## src/rtl/logic_unit_pkg.sv

```systemverilog
// Shared op encoding and the bitwise evaluation function for the pipelined logic unit.
package logic_unit_pkg;

  typedef enum logic [2:0] {
    OP_AND,
    OP_OR,
    OP_XOR,
    OP_NOR,
    OP_ANDN,
    OP_ORN,
    OP_XNOR,
    OP_PASSA
  } logic_op_e;

  // Widest operand the evaluator handles; callers zero-extend and truncate to their own width.
  localparam int unsigned LU_MAX_W = 64;

  function automatic logic [LU_MAX_W-1:0] logic_eval(
    logic_op_e             op,
    logic [LU_MAX_W-1:0]   a,
    logic [LU_MAX_W-1:0]   b
  );
    logic [LU_MAX_W-1:0] r;
    r = a;
    case (op)
      OP_AND:   r = a & b;
      OP_OR:    r = a | b;
      OP_XOR:   r = a ^ b;
      OP_NOR:   r = ~(a | b);
      OP_ANDN:  r = a & ~b;
      OP_ORN:   r = a | ~b;
      OP_XNOR:  r = ~(a ^ b);
      OP_PASSA: r = a;
    endcase
    return r;
  endfunction

endpackage

```

## src/rtl/logic_unit_stage.sv

```systemverilog
// One valid/ready register slice; loads whenever it is empty or its consumer is taking data.
module logic_unit_stage #(
  parameter int unsigned W = 8
) (
  input  logic         clk,
  input  logic         rst_n,
  input  logic         in_valid,
  input  logic [W-1:0] in_data,
  output logic         in_ready,
  output logic         out_valid,
  output logic [W-1:0] out_data,
  input  logic         out_ready
);

  assign in_ready = ~out_valid | out_ready;

  always_ff @(posedge clk or negedge rst_n) begin
    if (!rst_n) begin
      out_valid <= 1'b0;
      out_data  <= '0;
    end else if (in_ready) begin
      out_valid <= in_valid;
      if (in_valid) begin
        out_data <= in_data;
      end
    end
  end

endmodule

```

## src/rtl/logic_unit_pipe.sv

```systemverilog
// Pipelined bitwise logic unit: op evaluated into stage 1, flags ride with the result,
// later stages are pure transport under a valid/ready chain.
module logic_unit_pipe #(
  parameter int unsigned N           = 32,
  parameter int unsigned PIPE_STAGES = 2,
  parameter int unsigned TAG_W       = 4
) (
  input  logic             clk,
  input  logic             rst_n,
  input  logic             in_valid,
  output logic             in_ready,
  input  logic [N-1:0]     in_a,
  input  logic [N-1:0]     in_b,
  input  logic [2:0]       in_op,
  input  logic [TAG_W-1:0] in_tag,
  output logic             out_valid,
  input  logic             out_ready,
  output logic [N-1:0]     out_r,
  output logic [TAG_W-1:0] out_tag,
  output logic             out_zero,
  output logic             out_par,
  output logic             out_ones
);

  import logic_unit_pkg::*;

  localparam int unsigned W = TAG_W + 3 + N;

  logic [N-1:0] r1;
  logic         zero1;
  logic         par1;
  logic         ones1;

  assign r1    = N'(logic_eval(logic_op_e'(in_op), LU_MAX_W'(in_a), LU_MAX_W'(in_b)));
  assign zero1 = (r1 == '0);
  assign par1  = ^r1;
  assign ones1 = &r1;

  // Index 0 is the input side, index PIPE_STAGES the output side of the slice chain.
  logic [PIPE_STAGES:0]        v;
  logic [PIPE_STAGES:0]        rdy;
  logic [PIPE_STAGES:0][W-1:0] d;

  assign v[0]           = in_valid;
  assign d[0]           = {in_tag, ones1, par1, zero1, r1};
  assign rdy[PIPE_STAGES] = out_ready;

  for (genvar i = 0; i < PIPE_STAGES; i++) begin : g_stage
    logic_unit_stage #(
      .W(W)
    ) u_stage (
      .clk       (clk),
      .rst_n     (rst_n),
      .in_valid  (v[i]),
      .in_data   (d[i]),
      .in_ready  (rdy[i]),
      .out_valid (v[i+1]),
      .out_data  (d[i+1]),
      .out_ready (rdy[i+1])
    );
  end

  assign in_ready  = rdy[0] & rst_n;
  assign out_valid = v[PIPE_STAGES];
  assign {out_tag, out_ones, out_par, out_zero, out_r} = d[PIPE_STAGES];

endmodule

```

## config.mk

```make
export PLATFORM = sky130hd
export DESIGN_NAME = logic_unit_pipe
export DESIGN_NICKNAME = d
export VERILOG_FILES = /design/src/rtl/logic_unit_pkg.sv /design/src/rtl/logic_unit_stage.sv /design/src/rtl/logic_unit_pipe.sv
export SDC_FILE = /design/constraint.sdc
export NUM_CORES = 1
export LEC_CHECK = 0
export CAP_MARGIN = 30
export CELL_PAD_IN_SITES_DETAIL_PLACEMENT = 1
export CELL_PAD_IN_SITES_GLOBAL_PLACEMENT = 1
export CORE_MARGIN = 1.5
export CORE_UTILIZATION = 40
export CTS_CLUSTER_DIAMETER = 30
export CTS_CLUSTER_SIZE = 12
export DETAILED_ROUTE_END_ITERATION = 10
export GPL_ROUTABILITY_DRIVEN = 0
export GPL_TIMING_DRIVEN = 0
export PLACE_DENSITY = 0.86
export SLEW_MARGIN = 10
export SYNTH_ARGS = -nofsm -noshare
export SYNTH_HDL_FRONTEND = slang
export SYNTH_SLANG_ARGS = --single-unit
```

## constraint.sdc

```tcl
create_clock -name clk -period 3.55 [get_ports clk]
set_input_delay 0.71 -clock clk [delete_from_list [all_inputs] [get_ports clk]]
set_output_delay 0.71 -clock clk [all_outputs]
set_load 0.005 [all_outputs]
```

==> run metrics <==
setup ws final=-77.83 ps; CTS sink count=80; full die area=18690 µm²; Reg area=between 2000 and 2500 µm²; Clock Pin Slew Worst Setup and Hold Paths=around 60 ps; DRT iter0 DRCs=455; post-synthesis register bit count=80; Filler cells=roughly 1900; Worst setup EP type=register; outcome=complete, but fails checks; Mapped Avg Cell Area=9.412 µm²; skew final=~5.2 ps; Root Driver=clkbuf_16; area of the multi-input gates=4725 µm²; VDD IR max=0.3361 mV; most frequent cells in the layout=91 x buf_4, 80 x dfrtp_1, 76 x ha_1; most common cell after layout, fill and taps aside=buf_4; crit-path max cell delay=~340 ps; fin cells=between 1000 and 1500; normalized max-slew margin=~50%; Most Frequent Cell on Critical Path=xnor2_2; Main synth FF type=dfrtp_1; Die Ht=about 140 µm; first-pass GRT wire length=around 38 mm; H-tree levels=3; Worst Tran Pin Value=approximately 750 ps; Routed WL=26.98 mm; vias per inst=approximately 5.8; routed vias=roughly 6800; Starting Density=between 40% and 50%; max_cap viols=0; Tcrit/Tclk final=102.2%; Final Hold Vio Count=0; nets@finish=1091; Arr. time, crit path=~3900 ps; Netlist cell types=60; grt ovf=0; diode count=0; WL/cell=23.32 µm; synthesized cell area=between 7000 and 8000 µm²; Min-Delay Path Class=primary input to asynchronous set/reset pin; synth top area cells=dfrtp_1 28%, ha_1 16%, mux2_2 8.8%, inv_1 4.6%, buf_4 4.4%; Die X=about 140 µm; Post-DRT Antenna Nets=0; Post-Syn Instances=760; largest net degree at the start of global routing=55; worst skew pair latency=around 350 ps; Post-CTS Hold Buffers=0; num rows=48; post-synthesis sequential area ratio=~28%; hold_ws=between 200 and 300 ps; Ports=between 100 and 150; Synth area leader=dfrtp_1; Synth async-reset ratio=100.0%; Slew Viols, Final=0; top-area cell type share of the netlist area=between 20% and 30%; core area=between 15000 and 20000 µm²; crit path max-delay cell type=nor3_1; initial antenna violation count=0; DRC=0; TritonRoute pass-1 iters=7; Area Growth Syn to Fin=36.38%; Placed Instances=1100; worst-path fanout max=4; Max Clock Freq=around 0.28 GHz; CP cell instances=dlygate4sd2_1, inv_1, ha_1, o22ai_1, a22o_1, nor3_1, a211o_1, ha_1, xnor2_2, xnor2_2, xnor2_2, xnor2_2, xnor3_1, o21ai_2; gr usage total=between 20% and 30%; Post-synth EDFFs=0; Startpoint Class=primary input; share of cells above drive strength 1=approximately 30%; cts bufs inserted=9; Pwr Density=~440 nW/µm²; failing checks=negative setup slack; Buffers on Ports=around 110; CP Class=primary input to register; Post-Syn Nets=~900; CP required=3810 ps; leakage dissipation=4.740 nW; CTS tree=done; hpwl dp=about 17 mm; synth warn=0; final setup fails=1; clock buffer depth=2; number of global-route vias before repair=7056; crit path time final=~3600 ps
-- layer usage --
| layer | routed length [µm] | GRT usage [%] | vias up |
|---|---|---|---|
| met5 | 0 | 0 | - |
| met4 | 1576 | 12.59 | 0 |
| met3 | 1542 | 4.074 | 113 |
| met2 | 13410 | 47.77 | 330 |
| met1 | 10450 | 31.81 | 3353 |
| li1 | - | - | 2964 |
-- sequential cells by signal, summed over array words and instances (netlist names) --
| name | cells |
|---|---|
| g_stage.u_stage.out_data | 78 |
| g_stage.u_stage.out_valid | 2 |
-- worst paths after layout --
check	from	end	slack [ps]	depth (start not counted)
worst max-delay path	in_b[6]	g_stage[0].u_stage.out_data[33]	-80	14
worst min-delay path	rst_n	g_stage[0].u_stage.out_data[29]	300	1
worst max register to register	g_stage[1].u_stage.out_valid	g_stage[1].u_stage.out_data[13]	1270	5
worst min register to register	g_stage[0].u_stage.out_data[37]	g_stage[0].u_stage.out_data[37]	500	1
max in group asynchronous	rst_n	g_stage[1].u_stage.out_data[35]	2660	2
min in group clk	g_stage[0].u_stage.out_data[37]	g_stage[0].u_stage.out_data[37]	500	1
-- Yosys cell counts, drive strengths merged (5+ instances only) --
| library cell | number |
|---|---|
| a211oi | 6 |
| a21oi | 21 |
| a222oi | 6 |
| a22oi | 10 |
| a31oi | 5 |
| buf | 71 |
| clkbuf | 12 |
| dfrtp | 80 |
| ha | 89 |
| inv | 89 |
| mux2 | 60 |
| mux2i | 24 |
| mux4 | 5 |
| nand2 | 52 |
| nand2b | 10 |
| nand3 | 6 |
| nand4 | 6 |
| nor2 | 17 |
| nor2b | 6 |
| nor3b | 7 |
| o21ai | 52 |
| o221ai | 20 |
| o22ai | 7 |
| o31ai | 9 |
| xnor2 | 25 |
| xor2 | 16 |
-- power by group --
part / internal, mW / switching [mW] / leakage (nW) / total, mW
combinational: 1.15 / 0.942 / 3.61 / 2.10
sequential: 1.12 / 0.134 / 0.983 / 1.26
clock: 0.581 / 0.358 / 0.150 / 0.939
total: 2.86 / 1.44 / 4.74 / 4.29
-- repair_timing --
item | CTS | global route
gates cloned | 0 | 0
endpoints found under the setup margin | 3 | 2
buffers inserted | 29 | 14
pin swaps | 31 | 38
resized for setup | 77 | 108
-- worst max-delay path, delay by kind of cell --
family	cells	cell delay, ps
adders and majority gates	2	630
xor gates and xnor gates	5	1000
buffers and inverters	2	420
and+or+nand+nor	1	340
AOI/OAI and AO/OA	4	780
-- cells by family after synthesis --
logic type,count (synthesis),synth area share (%)
buffers and inverters,172,12.35
multiplexers,89,14.43
AND/OR/NAND/NOR,123,8.536
flip-flops,80,27.99
adder cells (fa/ha/maj),89,15.57
AO/OA/AOI/OAI,165,15.79
XOR/XNOR,42,5.335
-- area by class of cell --
class	instances	share of cell area [%]
Sequential cell	80	20.52
Clock inverter	3	0.4104
Clock buffer	13	2.668
Buffer	81	6.349
Inverter	89	3.476
Timing Repair Buffer	158	15.26
Multi-Input combinational cell	508	48.43
Tap cell	225	2.886
-- per-stage QoR --
stage	setup WS [ps]	utilization [%]	cell area [µm²]	power, mW	setup TNS [ps]
5_1_grt	-183.4	56.21	9756	4.487	-244.7
3_5_place_dp	-1292	49.55	8601	2.902	-2856
6_report	-77.83	56.21	9756	4.294	-77.83
4_1_cts	2.151	53.69	9319	3.992	0
2_1_floorplan	319.7	-	7153	2.217	0
3_3_place_gp	-1765	49.41	8576	2.799	-80210
Power figures use the tool's default switching activity.
